--- config.mk ---
export PLATFORM = sky130hd
export DESIGN_NAME = enemy_spawn_scheduler
export DESIGN_NICKNAME = d
export VERILOG_FILES = /design/src/rtl/enemy_spawn_scheduler.sv
export SDC_FILE = /design/constraint.sdc
export NUM_CORES = 1
export LEC_CHECK = 0
export CAP_MARGIN = 5
export CORE_UTILIZATION = 25
export CTS_CLUSTER_DIAMETER = 50
export DETAILED_ROUTE_END_ITERATION = 10
export RECOVER_POWER = 25
export SYNTH_ARGS = -nofsm -noshare
export SYNTH_HDL_FRONTEND = slang
export SYNTH_SLANG_ARGS = --single-unit
--- constraint.sdc ---
create_clock -name clk_25MHz -period 3 [get_ports clk_25MHz]
set_input_delay 0.6 -clock clk_25MHz [delete_from_list [all_inputs] [get_ports clk_25MHz]]
set_output_delay 0.6 -clock clk_25MHz [all_outputs]
set_load 0.01 [all_outputs]
--- src/rtl/enemy_spawn_scheduler.sv ---
// Timed enemy spawn sequencer walking the per-level queue ROM.
// Optional macro ENEMY_CAP_EN stalls issuing while alive_cnt >= ENEMY_CAP.
`timescale 1ns/1ps
module enemy_spawn_scheduler #(
    parameter int QUEUE_DEPTH = 64,
    parameter int ROM_LAT     = 1,
    parameter int ENEMY_CAP   = 6
) (
    input  logic        clk_25MHz,
    input  logic        rst,
    input  logic        start,
    input  logic [1:0]  level,
    input  logic        frame_tick,
    input  logic        halt,
    output logic [7:0]  rom_addr,
    input  logic [14:0] rom_data,
    output logic        spawn_valid,
    output logic [2:0]  spawn_type,
    input  logic        spawn_ready,
    input  logic [3:0]  alive_cnt,
    output logic [11:0] frame_cnt,
    output logic        queue_done,
    output logic        busy
);
    localparam int IW = $clog2(QUEUE_DEPTH + 1);
    localparam int LW = (ROM_LAT > 1) ? $clog2(ROM_LAT) : 1;

    typedef enum logic [2:0] {
        IDLE, FETCH, LATCH, WAIT, ISSUE, DONE
    } state_t;

    state_t        state;
    logic [IW-1:0] idx;
    logic [LW-1:0] lat_cnt;
    logic [11:0]   ts_r;
    logic [2:0]    type_r;
    logic [1:0]    lvl_m1;
    logic [7:0]    base;
    logic [11:0]   rom_ts;
    logic [2:0]    rom_type;
    logic          cap_ok;

    assign rom_ts   = rom_data[14:3];
    assign rom_type = rom_data[2:0];
    assign lvl_m1   = (level == 2'd0) ? 2'd0 : level - 2'd1;
    assign base     = 8'(QUEUE_DEPTH * int'(lvl_m1));

`ifdef ENEMY_CAP_EN
    assign cap_ok = alive_cnt < 4'(ENEMY_CAP);
`else
    logic unused_alive;
    assign unused_alive = ^alive_cnt;
    assign cap_ok = 1'b1;
`endif

    // Due entries seen at LATCH go straight to ISSUE so back-to-back
    // spawns are ROM_LAT+2 cycles apart.
    always_ff @(posedge clk_25MHz) begin
        if (rst) begin
            state       <= IDLE;
            idx         <= '0;
            lat_cnt     <= '0;
            ts_r        <= '0;
            type_r      <= '0;
            rom_addr    <= '0;
            spawn_valid <= 1'b0;
            spawn_type  <= '0;
            frame_cnt   <= '0;
            queue_done  <= 1'b0;
            busy        <= 1'b0;
        end else if (halt) begin
            state       <= IDLE;
            spawn_valid <= 1'b0;
            queue_done  <= 1'b0;
            busy        <= 1'b0;
        end else if (start) begin
            state       <= FETCH;
            idx         <= '0;
            lat_cnt     <= '0;
            frame_cnt   <= '0;
            rom_addr    <= base;
            spawn_valid <= 1'b0;
            queue_done  <= 1'b0;
            busy        <= 1'b1;
        end else begin
            if (state != IDLE && frame_tick && frame_cnt != 12'hFFF)
                frame_cnt <= frame_cnt + 12'd1;
            case (state)
                IDLE: ;
                FETCH: begin
                    if (lat_cnt == LW'(ROM_LAT - 1)) begin
                        lat_cnt <= '0;
                        state   <= LATCH;
                    end else begin
                        lat_cnt <= lat_cnt + 1'b1;
                    end
                end
                LATCH: begin
                    ts_r   <= rom_ts;
                    type_r <= rom_type;
                    if (rom_type == 3'b111) begin
                        state      <= DONE;
                        queue_done <= 1'b1;
                    end else if (frame_cnt >= rom_ts && cap_ok) begin
                        state       <= ISSUE;
                        spawn_valid <= 1'b1;
                        spawn_type  <= rom_type;
                    end else begin
                        state <= WAIT;
                    end
                end
                WAIT: begin
                    if (frame_cnt >= ts_r && cap_ok) begin
                        state       <= ISSUE;
                        spawn_valid <= 1'b1;
                        spawn_type  <= type_r;
                    end
                end
                ISSUE: begin
                    if (spawn_ready) begin
                        spawn_valid <= 1'b0;
                        idx         <= idx + 1'b1;
                        if (idx == IW'(QUEUE_DEPTH - 1)) begin
                            state      <= DONE;
                            queue_done <= 1'b1;
                        end else begin
                            rom_addr <= rom_addr + 8'd1;
                            state    <= FETCH;
                        end
                    end
                end
                DONE: ;
                default: state <= IDLE;
            endcase
        end
    end
endmodule
* After elaboration in Yosys (flattened, before gate mapping)
Cells that the tools add are included.
** Operators by class
- Add/sub/neg operators :: 5
- Order comparisons :: 2
- Equality and inequality tests :: 20
- Mux-type cells :: 34
- Bitwise gates (word level) :: 3
- Reduce and logical (&&, ||, !) cells :: 25
** Operators with widths (count)
- 2-to-1 mux 8 bit :: 4
- 2-to-1 mux 3 bit :: 9
- >= comparator 12 bit :: 2
- 2-to-1 mux 12 bit :: 2
- 2-to-1 mux 7 bit :: 3
- != test 2 bit (second input constant) :: 8
- AND reduction 4 bit :: 4
- one-hot mux 3 bit (5 select lines) :: 1
- adder 12 x 1 -> 12 bit (second input constant) :: 1
- != test 12 bit (second input constant) :: 1
- nonzero test 2 bit :: 6
- 2-to-1 mux 1 bit :: 11
- equality test 3 bit (second input constant) :: 3
- != test 3 bit (second input constant) :: 3
- adder 8 x 1 -> 8 bit (second input constant) :: 1
- adder 7 x 1 -> 7 bit (second input constant) :: 1
- equality test 7 x 6 -> 1 bit (second input constant) :: 1
- equality test 3 x 2 -> 1 bit (second input constant) :: 2
- one-hot mux 3 bit (2 select lines) :: 1
- AND reduction 3 bit :: 2
- AND reduction 6 bit :: 1
- nonzero test 3 bit :: 2
- AND reduction 5 bit :: 1
- AND reduction 2 bit :: 2
- 13 further kinds :: 17
** Storage, ports and cells
- Register bits after elaboration :: 52
- Input bits :: 27
- Word-level logic and storage cells :: 101

* Depth between registers and ports, before layout
Gate-level depths: netlist (run 1).
- Depth in word-level cells :: 5
- Depth in mapped cells :: 8

* Least setup slack after synthesis (run 1)
Ideal clock, no wire load.
- Path type :: input-to-reg
- From :: input rom_data[12]
- To :: register spawn_type[0]
- Library setup time :: 0.136 ns
- Arrival time :: 2.199 ns
- Data required time :: 2.864 ns
- Path slack :: 0.666 ns
- Stages :: 8
- Path buffers :: 0
- Path through :: inv_1 > ha_1 > nand4_1 > a211o_1 > o32a_1 > o211ai_4 > and3_2 > a211oi_2
** Between the ends
- Longest elaborated chain between the ends :: 3
** RTL lines
- start: declaration :: line 16 : input logic [14:0] rom_data,
- >= comparator 12 bit :: line 104 : end else if (frame_cnt >= rom_ts && cap_ok) begin
- != test 2 bit (no line)
- AND reduction 6 bit (no line)
- end signal: assignment :: line 107 : spawn_type <= rom_type;
- end signal: assignment :: line 116 : spawn_type <= type_r;
- end: declaration :: line 18 : output logic [2:0] spawn_type,
No other way between the ends.
A chain may end at the register's enable or synchronous reset.

* Worst setup path after layout (run 1)
- From :: input rom_data[14]
- To :: register spawn_type[2]
Same word-level chain as after synthesis.

==> results of run 1 <==
[cells in the mapped netlist (2+ instances only)]
master	n
nand3b_1	2
buf_2	2
nor3_1	6
a22oi_1	3
xnor2_1	4
nand2b_1	6
inv_1	29
or3_1	2
dfxtp_1	51
and4_1	3
mux2i_1	3
o21ai_0	2
a211oi_2	3
o21ai_1	5
xor2_1	14
o21bai_1	3
a21o_1	2
and3_1	10
a21oi_1	32
nand4_1	9
a31oi_1	5
nor2_1	41
a2111oi_1	3
clkbuf_1	8
nand2_1	42
ha_1	27
nand3_1	13
nor2b_1	3
[metal layers]
metal | global-route usage [%] | vias to the layer above | wire length, µm
met5 | 0 | - | 0
met4 | 2.26 | 0 | 47
met3 | 2.12 | 4 | 261
met2 | 21.2 | 44 | 3230
met1 | 17.2 | 1208 | 3630
li1 | - | 1342 | -
[worst min-delay path, delay by kind of cell, from the launching register on]
| kind | cells | cell delay [ns] |
|---|---|---|
| DFF | 1 | 0.31 |
| and+or+nand+nor | 1 | 0.05 |
| AOI/OAI and AO/OA | 1 | 0.05 |
[logic make-up after synthesis]
family	Yosys count	share of synthesized area, %
muxes	4	1.41
adders and majority gates	27	11.5
and+or+nand+nor	144	24.7
xor gates and xnor gates	18	5.37
DFF	51	34.8
AOI/OAI and AO/OA	70	17.1
buffers and inverters	39	5.07
[power by group]
part,internal (mW),switching (mW)
registers,0.680,0.00371
logic,0.0505,0.0560
clock network,0.305,0.243
[area by class of cell]
class | instances | area (µm²)
clock buffer | 5 | 125
clock inverter | 3 | 15.0
fill | 1225 | 7650
inverter | 29 | 109
multi-input combinational | 263 | 1760
sequential | 51 | 1020
tap | 143 | 179
timing repair buffer | 58 | 552
[sequential cells by signal (all words and copies together), names as in the netlist]
register / count
frame_cnt: 12
ts_r: 12
rom_addr: 8
idx: 7
spawn_type: 3
state: 3
type_r: 3
busy: 1
queue_done: 1
spawn_valid: 1
[worst paths after layout]
| check | start | to | slack, ns | depth (start not counted) |
|---|---|---|---|---|
| worst max-delay path | rom_data[14] | spawn_type[2]$_SDFFE_PP0P_ | 0.25 | 9 |
| worst min-delay path | ts_r[4]$_SDFFE_PP0P_ | ts_r[4]$_SDFFE_PP0P_ | 0.46 | 2 |
| worst max register to register | frame_cnt[0]$_SDFFE_PP0P_ | spawn_type[2]$_SDFFE_PP0P_ | 0.61 | 9 |
| worst min register to register | ts_r[4]$_SDFFE_PP0P_ | ts_r[4]$_SDFFE_PP0P_ | 0.46 | 2 |
==> impl_metrics.py, run 1 <==
metrics = {
    "outcome": {
        "outcome": "finished, final reports clean",
    },
    "grt": {
        "grt_remaining_overflow": 0,
        "grt.total_usage_pct": 12.7,
        "grt_max_degree": 20,
        "grt_pass1_wl_um": 12000,
        "grt_pass1_vias": 2462,
        "antenna_found_initial": 0,
    },
    "worst_setup_path": {
        "critPathBufInv": 2,
        "cp_top_family": "compound AO/OA/AOI/OAI gates",
        "critPathCaptureType": "register",
        "slowest_stage": "clkdlybuf4s50_1",
        "critPathRequiredTime_ns": 3.15,
        "critical_path_peak_fanout": 6,
        "cp-start-kind": "input pin",
        "cpPeakStageDelay_ns": 0.48,
        "path_class": "in -> reg",
        "crit_chain": "clkdlybuf4s50_1, inv_1, ha_1, nand4_1, a211o_1, o32a_1, o211ai_4, and3_2, a211oi_2",
        "worstPathArrival_ns": 2.90,
    },
    "clock_tree": {
        "root_buffer": "clkbuf_16",
        "h-tree-depth": 2,
        "clk_latency_ns": 0.29,
        "cts_hold_buf": 0,
        "cts.sinks": 51,
        "post-cts-setup-buffer-count": 0,
        "cts.repair.resized": 0,
        "clk_pin_slew_ns": 0.07,
        "tritoncts": "done",
        "numCtsBuffers": 5,
        "cts_buffer_depth": 2,
    },
    "logic_synthesis": {
        "synth.area.top_cells": "dfxtp_1, ha_1, a21oi_1, nand2_1, nor2_1",
        "synth_edf_count": 0,
        "syn_inst": 353,
        "syn_area_mm2": 0.00293,
        "synthDistinctLibCells": 48,
        "syn_area_per_cell_um2": 8.31,
        "yosys_most_used_dff": "dfxtp_1",
        "synth_top_area_share_pct": 34.8,
        "synth-seq-cells": 51,
        "yosys_warnings": 0,
        "synthArstFlopShare_pct": 0,
        "synth_nets": 407,
        "ys_seq_area_share_pct": 34.8,
        "synth_top_cell_by_area": "dfxtp_1",
    },
    "sta": {
        "fin_crit_ns": 2.75,
        "timing.setup.tns_ns": 0,
        "hold_ws_ns": 0.459,
        "slew_violations": 0,
        "setup_viol": 0,
        "finClkSkew_ns": 0.0111,
        "min_period_over_period_pct": 91.6,
        "rsz0062_at_grt": "false",
        "worst_slack_ns": 0.251,
        "max_freq_mhz": 364,
        "tightest_slew_ns": 0.931,
        "maxSlewHeadroom_pct": 38.0,
        "finalHoldViolations": 0,
    },
    "floorplan": {
        "fp.dieW_um": 110,
        "core_area_mm2": 0.0114,
        "initial_core_util_pct": 25.7,
        "die_h_um": 110,
        "num_rows": 39,
        "io_pins": 53,
        "dieArea_mm2": 0.0122,
    },
    "layout": {
        "stdcell_area_mm2": 0.00376,
        "layout.nets": 462,
        "antenna_cells": 0,
        "final_util_pct": 33.0,
        "layout_common_cells": "dfxtp_1, nand2_1, nor2_1",
        "drive_above_1_share_pct": 7.33,
        "layout_commonest_cell": "dfxtp_1",
        "instances_no_fill": 552,
        "area_growth_pct": 28.3,
    },
    "placement": {
        "io_buffers": 48,
        "placedInstanceArea_mm2": 0.00363,
        "dp_slack_ns": -0.0486,
        "dpl.cell_count": 544,
        "hpwlAfterDp_um": 5530,
        "routabilityCongestion": 0.810,
    },
    "route": {
        "drc": 0,
        "first_iter_violations": 97,
        "firstDrtPassIters": 4,
        "vias_per_cell": 4.71,
        "avgRoutedWirePerCell_um": 13.0,
        "ant_nets": 0,
        "wirelength_um": 7170,
        "vias": 2598,
    },
    "pwr": {
        "cellLeakagePower_nw": 1.48,
        "totalPowerFinal_mw": 1.34,
        "pwr_density_cell_mw_per_mm2": 355,
        "peakVddDrop_uv": 242,
    },
    "min_path": {
        "min_path_type": "reg -> reg",
    },
    "job": {
        "drv_cap": 0,
    },
}
No activity file was read; power rests on OpenSTA's default activity.
==> inputs of run 2 (changes only) <==
- SLEW_MARGIN: unset -> 20
==> results of run 2 <==
No change in the layout: final DEF, timing and power equal those of run 1.
==> inputs of run 3 (changes only) <==
- clock period: 3 -> 2.6 ns (I/O delays scaled with it)
==> impl_metrics.py, run 3 (synthesis results as in run 1) <==
metrics = {
    "pwr": {
        "pwr_density_cell_mw_per_mm2": 405,
        "cellLeakagePower_nw": 1.61,
        "peakVddDrop_uv": 253,
        "totalPowerFinal_mw": 1.61,
    },
    "clock_tree": {
        "tritoncts": "done",
        "numCtsBuffers": 5,
        "h-tree-depth": 2,
        "cts_buffer_depth": 2,
        "clk_latency_ns": 0.29,
        "clk_pin_slew_ns": 0.07,
        "root_buffer": "clkbuf_16",
        "cts.sinks": 51,
    },
    "placement": {
        "placedInstanceArea_mm2": 0.00376,
        "hpwlAfterDp_um": 5680,
        "routabilityCongestion": 0.788,
        "io_buffers": 48,
        "dpl.cell_count": 561,
    },
    "route": {
        "vias_per_cell": 4.70,
        "ant_nets": 0,
        "first_iter_violations": 74,
        "firstDrtPassIters": 4,
        "vias": 2679,
        "drc": 0,
        "wirelength_um": 7430,
        "avgRoutedWirePerCell_um": 13.0,
    },
    "grt": {
        "grt_pass1_vias": 2673,
        "antenna_found_initial": 0,
        "grt_max_degree": 30,
        "grt_pass1_wl_um": 12100,
        "grt.total_usage_pct": 13.0,
        "grt_remaining_overflow": 0,
    },
    "sta": {
        "slew_violations": 0,
        "setup_viol": 0,
        "fin_crit_ns": 2.49,
        "finClkSkew_ns": 0.00578,
        "max_freq_mhz": 402,
        "tightest_slew_ns": 0.659,
        "maxSlewHeadroom_pct": 55.5,
        "hold_ws_ns": 0.455,
        "min_period_over_period_pct": 95.7,
        "timing.setup.tns_ns": 0,
        "finalHoldViolations": 0,
    },
    "floorplan": {
        "core_area_mm2": 0.0114,
        "fp.dieW_um": 110,
        "io_pins": 53,
        "num_rows": 39,
        "die_h_um": 110,
        "dieArea_mm2": 0.0122,
        "initial_core_util_pct": 25.7,
    },
    "layout": {
        "layout_common_cells": "dfxtp_1, nand2_1, nor2_1",
        "stdcell_area_mm2": 0.00397,
        "antenna_cells": 0,
        "top_regs": "frame_cnt x12, ts_r x12, rom_addr x8",
        "drive_above_1_share_pct": 12.4,
        "area_growth_pct": 35.2,
        "layout.nets": 480,
        "instances_no_fill": 570,
        "layout_commonest_cell": "dfxtp_1",
        "fillers": 1205,
    },
    "outcome": {
        "outcome": "finished, final reports clean",
    },
    "worst_setup_path": {
        "cp-start-kind": "input pin",
        "critical_path_peak_fanout": 6,
        "path_class": "in -> reg",
        "worstPathArrival_ns": 2.70,
        "critPathCaptureType": "register",
        "critPathRequiredTime_ns": 2.81,
    },
    "job": {
        "drv_cap": 0,
    },
    "min_path": {
        "min_path_type": "reg -> reg",
    },
}
## run 3: cell count changes in the layout (fill, tap and decap cells not counted), moves of 2 or more
| cell | change |
|---|---|
| dlygate4sd3_1 | -2 |
| ha_1 | -2 |
| ha_4 | +2 |
| buf_4 | +19 |
| dlymetal6s2s_1 | +4 |
| clkinv_2 | -3 |
| clkdlybuf4s50_1 | -2 |
## run 3: metrics by stage
| stage | utilization, % | setup slack, ns |
|---|---|---|
| after floorplan | - | 0.346 |
| after global placement | 32.9 | -0.309 |
| after detailed placement | 32.9 | -0.336 |
| after CTS | 34.3 | 0.00354 |
| after global routing | 34.7 | -0.0123 |
| final | 34.7 | 0.111 |
## run 3: final timing paths
check / from / endpoint / slack, ns / cells past startpoint
worst min-delay path: ts_r[5]$_SDFFE_PP0P_ / ts_r[5]$_SDFFE_PP0P_ / 0.45 / 2
worst min register to register: ts_r[5]$_SDFFE_PP0P_ / ts_r[5]$_SDFFE_PP0P_ / 0.45 / 2
worst max-delay path: rom_data[4] / spawn_type[2]$_SDFFE_PP0P_ / 0.11 / 9
worst max register to register: frame_cnt[9]$_SDFFE_PP0P_ / spawn_type[2]$_SDFFE_PP0P_ / 0.39 / 8
## run 3: power by group
group	total, mW	internal (mW)	switching (mW)
sequential	0.788	0.784	0.00388
clock	0.688	0.385	0.303
combinational	0.132	0.0644	0.0673
total	1.61	1.23	0.374
## run 3: critical path, stage by stage
cell and delay [ns]:
clkdlybuf4s50_1 0.50, inv_1 0.05, ha_1 0.33, a2111oi_4 0.35, buf_4 0.15, o32a_1 0.24
o211ai_4 0.14, and3_4 0.23, a211oi_2 0.18
## run 3: timing repair
item | in CTS | in global routing
resized for setup | 1 | 11
cloned | 0 | 0
setup endpoints to repair | 3 | 6
pin swaps | 1 | 8
setup buffers | 0 | 1
hold buffers | 0 | 0
## run 3: area by class of cell
cell class              instances  area, µm²  share of cell area (%)
repair buffers                 76        701                    17.7
multi-input cells             263       1800                    45.4
clock buffers                   6        139                    3.50
inverters                      29        109                    2.74
well taps                     143        179                    4.51
clock inverters                 2       16.3                   0.410
flip-flops and latches         51       1020                    25.7
## run 3: per-layer routing
metal / wire (µm) / part of all wire, % / GRT usage [%] / vias up
met5: 0 / 0 / 0 / -
met2: 3550 / 48 / 22.6 / 50
li1: - / - / - / 1379
met3: 336 / 4.5 / 3.00 / 7
met4: 74 / 1.0 / 3.38 / 0
met1: 3460 / 47 / 16.0 / 1243
